## src/rtl/writeback_unit.sv

```systemverilog
// Writeback stage: writeback mux, bypassed 4-entry register file,
// OUT-instruction FIFO with ready/valid drain, and retired-instruction counter.
module writeback_unit #(
  parameter int unsigned OUT_DEPTH = 4,
  parameter int unsigned REG_W     = 8
) (
  input  logic             clk,
  input  logic             reset,
  input  logic             wr_en_regf_W,
  input  logic             mux_out_sel_W,
  input  logic             mux_rdata_sel_W,
  input  logic             out_port_sel_W,
  input  logic [1:0]       ADDER_W,
  input  logic [15:0]      read_data_W,
  input  logic [15:0]      alu_out_W,
  input  logic [7:0]       IN_PORT_W,
  input  logic [15:0]      RD2_W,
  input  logic [1:0]       ra1,
  input  logic [1:0]       ra2,
  output logic [REG_W-1:0] rd1,
  output logic [REG_W-1:0] rd2,
  output logic [15:0]      wb_data_W,
  output logic [7:0]       OUT_PORT,
  output logic             out_valid,
  input  logic             out_ready,
  output logic             out_full,
  output logic             overflow,
  output logic [15:0]      retired_cnt
);

  localparam int unsigned PTR_W = $clog2(OUT_DEPTH);
  localparam int unsigned CNT_W = PTR_W + 1;

  logic [REG_W-1:0] regs [4];
  logic [7:0]       mem [OUT_DEPTH];
  logic [PTR_W-1:0] rd_ptr;
  logic [PTR_W-1:0] wr_ptr;
  logic [CNT_W-1:0] count;
  logic [REG_W-1:0] wb_reg;
  logic             push;
  logic             pop;
  logic             push_ok;
  logic             unused_rd2_hi;

  // Only the low byte of RD2 feeds the output port
  assign unused_rd2_hi = ^RD2_W[15:8];

  // Writeback source select; input-port data has top priority
  always_comb begin
    wb_data_W = alu_out_W;
    if (mux_rdata_sel_W)
      wb_data_W = {8'h00, IN_PORT_W};
    else if (mux_out_sel_W)
      wb_data_W = read_data_W;
  end

  assign wb_reg = wb_data_W[REG_W-1:0];

  // Read ports with same-cycle write-before-read bypass
  always_comb begin
    rd1 = regs[ra1];
    rd2 = regs[ra2];
    if (wr_en_regf_W && (ADDER_W == ra1))
      rd1 = wb_reg;
    if (wr_en_regf_W && (ADDER_W == ra2))
      rd2 = wb_reg;
  end

  // Register file write
  always_ff @(posedge clk or posedge reset) begin
    if (reset) begin
      for (int i = 0; i < 4; i++)
        regs[i] <= '0;
    end else if (wr_en_regf_W) begin
      regs[ADDER_W] <= wb_reg;
    end
  end

  // FIFO status and handshake; a full FIFO still accepts a push when it pops
  assign out_valid = (count != '0);
  assign out_full  = (count == CNT_W'(OUT_DEPTH));
  assign OUT_PORT  = mem[rd_ptr];
  assign push      = out_port_sel_W;
  assign pop       = out_valid && out_ready;
  assign push_ok   = push && ((count < CNT_W'(OUT_DEPTH)) || pop);

  // Output FIFO storage, pointers, occupancy and sticky overflow
  always_ff @(posedge clk or posedge reset) begin
    if (reset) begin
      for (int unsigned i = 0; i < OUT_DEPTH; i++)
        mem[i] <= '0;
      rd_ptr   <= '0;
      wr_ptr   <= '0;
      count    <= '0;
      overflow <= 1'b0;
    end else begin
      if (push_ok) begin
        mem[wr_ptr] <= RD2_W[7:0];
        wr_ptr      <= wr_ptr + PTR_W'(1);
      end
      if (pop)
        rd_ptr <= rd_ptr + PTR_W'(1);
      case ({push_ok, pop})
        2'b10:   count <= count + CNT_W'(1);
        2'b01:   count <= count - CNT_W'(1);
        default: count <= count;
      endcase
      if (push && !push_ok)
        overflow <= 1'b1;
    end
  end

  // Retired count: one per instruction that writes a register or emits OUT
  always_ff @(posedge clk or posedge reset) begin
    if (reset)
      retired_cnt <= '0;
    else if (wr_en_regf_W || push_ok)
      retired_cnt <= retired_cnt + 16'd1;
  end

endmodule
```

## config.mk

```make
export PLATFORM = sky130hd
export DESIGN_NAME = writeback_unit
export DESIGN_NICKNAME = d
export VERILOG_FILES = /design/src/rtl/writeback_unit.sv
export SDC_FILE = /design/constraint.sdc
export NUM_CORES = 1
export LEC_CHECK = 0
export CELL_PAD_IN_SITES_DETAIL_PLACEMENT = 0
export CELL_PAD_IN_SITES_GLOBAL_PLACEMENT = 1
export CORE_MARGIN = 4
export CORE_UTILIZATION = 38
export DETAILED_ROUTE_END_ITERATION = 6
export PLACE_DENSITY_LB_ADDON = 0.1
export REMOVE_ABC_BUFFERS = 1
export SYNTH_ARGS = -nofsm -noshare
export SYNTH_HDL_FRONTEND = slang
export SYNTH_SLANG_ARGS = --single-unit
export TNS_END_PERCENT = 1
```

## constraint.sdc

```tcl
create_clock -name clk -period 3.4 [get_ports clk]
set_clock_uncertainty 0.1 [all_clocks]
set_input_delay 0.85 -clock clk [delete_from_list [all_inputs] [get_ports clk]]
set_output_delay 0.85 -clock clk [all_outputs]
set_load 0.03 [all_outputs]
```

==> impl_metrics.json, run 1 <==
{
  "final_common_cell": "dfrtp_1",
  "clkPwrFrac_pct": 19.4,
  "final_util_pct": 54.4,
  "slew_headroom_pct": 48.9,
  "layout_min_cycle_time_ps": 3340,
  "fin_nets": 625,
  "synthCells": 404,
  "routabilityCongestion": 0.794,
  "endpoint_kind": "output pin",
  "p_total_mw": 4.80,
  "r2r_cells": 9,
  "ios": 128,
  "hold_viol_final": 0,
  "pre_cts_ws_ps": -535,
  "drc": 0,
  "crit_family": "buffers and inverters",
  "seqPwrFrac_pct": 35.4,
  "crit_buf_inv": 3,
  "post-route-period-util_pct": 98.1,
  "status": "complete, no violations",
  "postRouteAntennaNets": 0,
  "die_h_um": 121,
  "timing.rr.start": "count[2]",
  "cts_buffers": 9,
  "p_sw_mw": 1.73,
  "cp.arrival_ps": 2390,
  "final_cell_mix": "dfrtp_1, clkdlybuf4s50_1, nand2_1",
  "clkTransAtPathRegs_ps": 60,
  "max_clock_freq_mhz": 300,
  "nFillCells": 1078,
  "critPathMaxFanout": 5,
  "worst_r2r_endpoint": "count[2]",
  "power_density_mw_per_mm2": 720,
  "core_mm2": 0.0123,
  "grt_pass1_wl_um": 18900,
  "routed_wl_um": 11400,
  "die_x_um": 121,
  "diodes": 0,
  "worstSetupStartpointType": "input pin",
  "peakVddDrop_mv": 0.447,
  "dpl.hpwl_um": 8430,
  "grt_max_degree": 55,
  "synth_cell_types": 39,
  "grt_setup_unrepaired": "true",
  "switching_share_pct": 36.1,
  "crit_path_cell_trace": "clkdlybuf4s50_1 -> buf_4 -> mux4_2 -> nand2_1 -> o21ai_0 -> clkdlybuf4s18_2",
  "clkLatencyLatePin_ps": 330,
  "drv_slew": 0,
  "r2r_slack_ps": 1330,
  "groute.usage.overall_pct": 16.2,
  "viasPerCell": 4.88,
  "finalSetupViolCount": 0,
  "cpMaxStageDelayCell": "clkdlybuf4s50_1",
  "htree_levels": 3,
  "hp-class": "flip-flop to flip-flop",
  "area_growth_pct": 37.7,
  "cp.depth": 6,
  "worst_slack_ps": 63.1,
  "drt-initial-drc-count": 189,
  "initial_utilization_pct": 39.5,
  "clock_path_buffers": 2,
  "worst_slew_pin_slew_ps": 766,
  "grt_pass1_vias": 3724,
  "drt_pass1_iterations": 4,
  "post_drt_wl_per_cell_um": 15.9,
  "clockRootBuffer": "clkbuf_16",
  "comb_power_share_pct": 45.1,
  "dieArea_mm2": 0.0146,
  "path_class": "input pin to output pin",
  "p_leak_nw": 3.04,
  "hold_depth": 1,
  "clkSinkCount": 88,
  "internal_power_mw": 3.07,
  "cts_tree": "yes",
  "synth_seq_cells": 88,
  "vias": 3522,
  "hp-start": "retired_cnt[15]",
  "syn_area_mm2": 0.00484,
  "crit_required_ps": 2450,
  "place.port_buffers": 119,
  "grt_remaining_overflow": 0,
  "num_rows": 40,
  "holdBufCountCts": 0,
  "drv_cap": 0,
  "seq_area_frac_synth_pct": 45.5,
  "layout-drive-gt1-share_pct": 28.2,
  "min_to": "retired_cnt[15]",
  "antenna_found_initial": 0,
  "crit_path_max_incr_delay_ps": 570,
  "syn_area_per_cell_um2": 12.0,
  "synth-warning-count": 0
}
## worst reg2reg max path: cells and delay by family (launching register included)
kind / cells / cell delay, ps
flip-flops: 1 / 400
buffers and inverters: 2 / 140
adder cells (fa/ha/maj): 2 / 550
XOR/XNOR: 2 / 300
AND/OR/NAND/NOR: 3 / 500
## per-stage QoR
stage / instances / hold slack, ps / cell area [um^2] / TNS (ps)
finish: 722 / 360 / 6670 / 0
global route: 722 / 399 / 6670 / -51.2
CTS: 722 / 370 / 6680 / 0
detailed placement: 705 / 357 / 6390 / -6280
global placement: 705 / 357 / 6390 / -6000
floorplan: 383 / 361 / 4710 / 0
## state kept, by name (all words and copies together) (netlist names)
name / cells
count: 3
mem: 32
overflow: 1
rd_ptr: 2
regs: 32
retired_cnt: 16
wr_ptr: 2
## layout make-up
class | instances | area [um^2] | share of cell area [%]
sequential | 88 | 2200 | 33.0
inverter | 16 | 61.3 | 0.919
multi-input combinational | 279 | 2460 | 36.9
tap | 168 | 210 | 3.15
timing repair buffer | 155 | 1450 | 21.8
clock buffer | 11 | 243 | 3.64
clock inverter | 5 | 40.0 | 0.600
## worst max-delay path by stage
| stage | startpoint | endpoint | slack (ps) |
|---|---|---|---|
| after detailed placement | mux_out_sel_W | rd2[3] | -540 |
| after global routing | ra2[1] | rd2[0] | -30 |
| after floorplan | reset | count[0] | 170 |
| after CTS | ra2[1] | rd2[3] | 10 |
| final | ra2[1] | rd2[5] | 60 |
| after global placement | mux_out_sel_W | rd2[3] | -540 |
## kinds of logic (layout without fill, tap and decap cells)
logic type / after synthesis / in the layout / share of synthesized area, %
muxes: 74 / 74 / 24.8
adders and majority gates: 7 / 7 / 1.96
DFF: 88 / 88 / 45.5
and+or+nand+nor: 112 / 112 / 12.0
xor gates and xnor gates: 25 / 25 / 4.52
AOI/OAI and AO/OA: 61 / 61 / 7.28
buffers and inverters: 37 / 187 / 3.98
## timing repair
item                                    in CTS  in global routing
cloned                                       0                  0
setup buffers                                1                  0
gates resized for setup                     46                  7
endpoints found under the setup margin      22                  6
## layer usage
| metal | GRT usage [%] | vias up | routed length (um) |
|---|---|---|---|
| met4 | 3.90 | 0 | 120 |
| li1 | - | 1708 | - |
| met3 | 3.78 | 10 | 620 |
| met1 | 22.1 | 1705 | 5340 |
| met2 | 26.1 | 99 | 5370 |
| met5 | 0 | - | 0 |
## power groups by stage
| stage | clock (mW) | sequential, mW | combinational [mW] |
|---|---|---|---|
| finish | 0.933 | 1.70 | 2.17 |
| global route | 1.00 | 1.76 | 2.32 |
| CTS | 0.961 | 1.70 | 2.20 |
| detailed placement | 0 | 1.71 | 2.20 |
| global placement | 0 | 1.70 | 2.17 |
| floorplan | 0 | 1.71 | 1.42 |
## cell usage after synthesis (all sizes together)
master	count	area [um^2]
dfrtp	88	2200
nand2	58	288
o21ai	50	277
mux2	33	492
mux4	24	541
nor2	18	75.1
buf	17	118
mux2i	17	170
xnor2	17	149
inv	16	60.1
nand3	11	55.1
a21oi	8	47.6
xor2	8	70.1
ha	6	75.1
nor3	6	30.0
and2	5	33.8
and3	4	25.0
clkbuf	4	15.0
nand4	4	25.0
nand3b	2	15.0
a31o	1	8.76
a31oi	1	12.5
and4	1	8.76
fa	1	20.0
nand2b	1	8.76
o21bai	1	7.51
or3	1	6.26
or3b	1	8.76
No activity file was read; power rests on OpenSTA's default activity.
==> inputs of run 2 (changes only) <==
- CORE_ASPECT_RATIO: default -> 0.6
==> impl_metrics.json, run 2 (synthesized netlist as in run 1, its figures left out) <==
{
  "initial_utilization_pct": 39.5,
  "drc": 0,
  "die_h_um": 95.5,
  "worstSetupStartpointType": "input pin",
  "cts_tree": "yes",
  "final_common_cell": "dfrtp_1",
  "ios": 128,
  "dieArea_mm2": 0.0147,
  "htree_levels": 3,
  "post_drt_wl_per_cell_um": 16.3,
  "crit_required_ps": 2450,
  "vias": 3562,
  "slew_headroom_pct": 48.8,
  "switching_share_pct": 35.8,
  "layout-drive-gt1-share_pct": 28.4,
  "crit_path_cell_trace": "clkdlybuf4s50_1 -> buf_4 -> mux4_2 -> nand2_1 -> o21ai_0 -> dlygate4sd2_1",
  "clkLatencyLatePin_ps": 340,
  "grt_setup_unrepaired": "true",
  "critPathMaxFanout": 6,
  "drv_slew": 0,
  "fin_nets": 623,
  "hold_viol_final": 0,
  "place.port_buffers": 119,
  "diodes": 0,
  "clock_path_buffers": 2,
  "max_clock_freq_mhz": 303,
  "clockRootBuffer": "clkbuf_16",
  "drv_cap": 0,
  "status": "complete, no violations",
  "final_cell_mix": "dfrtp_1, clkdlybuf4s50_1, nand2_1",
  "layout_min_cycle_time_ps": 3300,
  "crit_path_max_incr_delay_ps": 500,
  "cpMaxStageDelayCell": "clkdlybuf4s50_1",
  "p_total_mw": 4.91,
  "crit_family": "buffers and inverters",
  "groute.usage.overall_pct": 17.0,
  "p_sw_mw": 1.75,
  "power_density_mw_per_mm2": 730,
  "viasPerCell": 4.97,
  "p_leak_nw": 3.08,
  "postRouteAntennaNets": 0,
  "crit_buf_inv": 3,
  "clkTransAtPathRegs_ps": 60,
  "finalSetupViolCount": 0,
  "dpl.hpwl_um": 9020,
  "hp-class": "flip-flop to flip-flop",
  "design_area_mm2": 0.00672,
  "grt_pass1_wl_um": 19700,
  "antenna_found_initial": 0,
  "pre_cts_ws_ps": -359,
  "internal_power_mw": 3.15,
  "core_mm2": 0.0123,
  "path_class": "input pin to output pin",
  "die_x_um": 154,
  "post-route-period-util_pct": 97.0,
  "drt-initial-drc-count": 90,
  "clkSinkCount": 88,
  "worst_slack_ps": 102,
  "routed_wl_um": 11700,
  "worst_slew_pin_slew_ps": 768,
  "cp.arrival_ps": 2350,
  "grt_pass1_vias": 3834,
  "placed_cell_area_mm2": 0.00639,
  "top_regs": "mem: 32 flops, regs: 32 flops, retired_cnt: 16 flops",
  "comb_power_share_pct": 44.2,
  "peakVddDrop_mv": 0.390,
  "clkPwrFrac_pct": 21.0,
  "seqPwrFrac_pct": 34.8,
  "grt_max_degree": 55,
  "fin_setup_tns_ps": 0,
  "num_rows": 31,
  "endpoint_kind": "output pin",
  "area_growth_pct": 38.7,
  "holdBufCountCts": 0,
  "cts_buffers": 9,
  "grt_remaining_overflow": 0,
  "routabilityCongestion": 0.736,
  "drt_pass1_iterations": 4
}
==> run 2: final cells by class <==
| type | count | area, um^2 |
|---|---|---|
| inverters | 16 | 61.3 |
| clock buffers | 10 | 239 |
| repair buffers | 153 | 1460 |
| well taps | 165 | 206 |
| flip-flops and latches | 88 | 2200 |
| multi-input cells | 279 | 2480 |
| clock inverters | 6 | 72.6 |
| fillers | 1070 | 5540 |
==> run 2: path summary, 6_finish.rpt <==
kind	depth (start not counted)	from	end	slack (ps)
max	6	ra1[1]	rd1[6]	100
min	1	retired_cnt[15]	retired_cnt[15]	370
max reg2reg	9	count[2]	count[2]	1320
min in group asynchronous	3	reset	regs[6]	780
max in group asynchronous	3	reset	rd_ptr[0]	2020
min reg2reg	1	retired_cnt[15]	retired_cnt[15]	370
==> run 2: routing by layer <==
layer  up-vias  global-route usage, %  share of wire, %  wire length [um]
met5         -                      0                 0                 0
met4         0                   3.23              0.68                80
met3         7                   5.67               5.3               619
met2        77                   25.9                45              5230
met1      1772                   24.1                49              5770
li1       1706                      -                 -                 -
==> run 2: through the flow <==
stage                     instances  hold slack, ps  util (%)
final                           717             370      54.8
after CTS                       716             375      54.6
after detailed placement        700             362      52.1
after floorplan                 383             361         -
after global placement          700             359      52.1
after global routing            717             387      54.8
==> run 2: what timing repair did <==
action	in CTS	in global routing
setup endpoints to repair	20	20
buffers inserted	0	1
hold endpoints to repair	0	0
resized for setup	22	23
pin swaps	0	1
==> run 2: power groups by stage <==
stage,clock (mW),sequential [mW],combinational (mW)
floorplan,0,1.71,1.42
global placement,0,1.70,2.17
detailed placement,0,1.72,2.20
CTS,1.05,1.71,2.19
global route,1.10,1.77,2.33
finish,1.03,1.71,2.17
==> inputs of run 3 (changes only) <==
- CAP_MARGIN: default -> 20
==> results of run 3 <==
The final DEF is identical to that of run 2; final timing and power are the same.
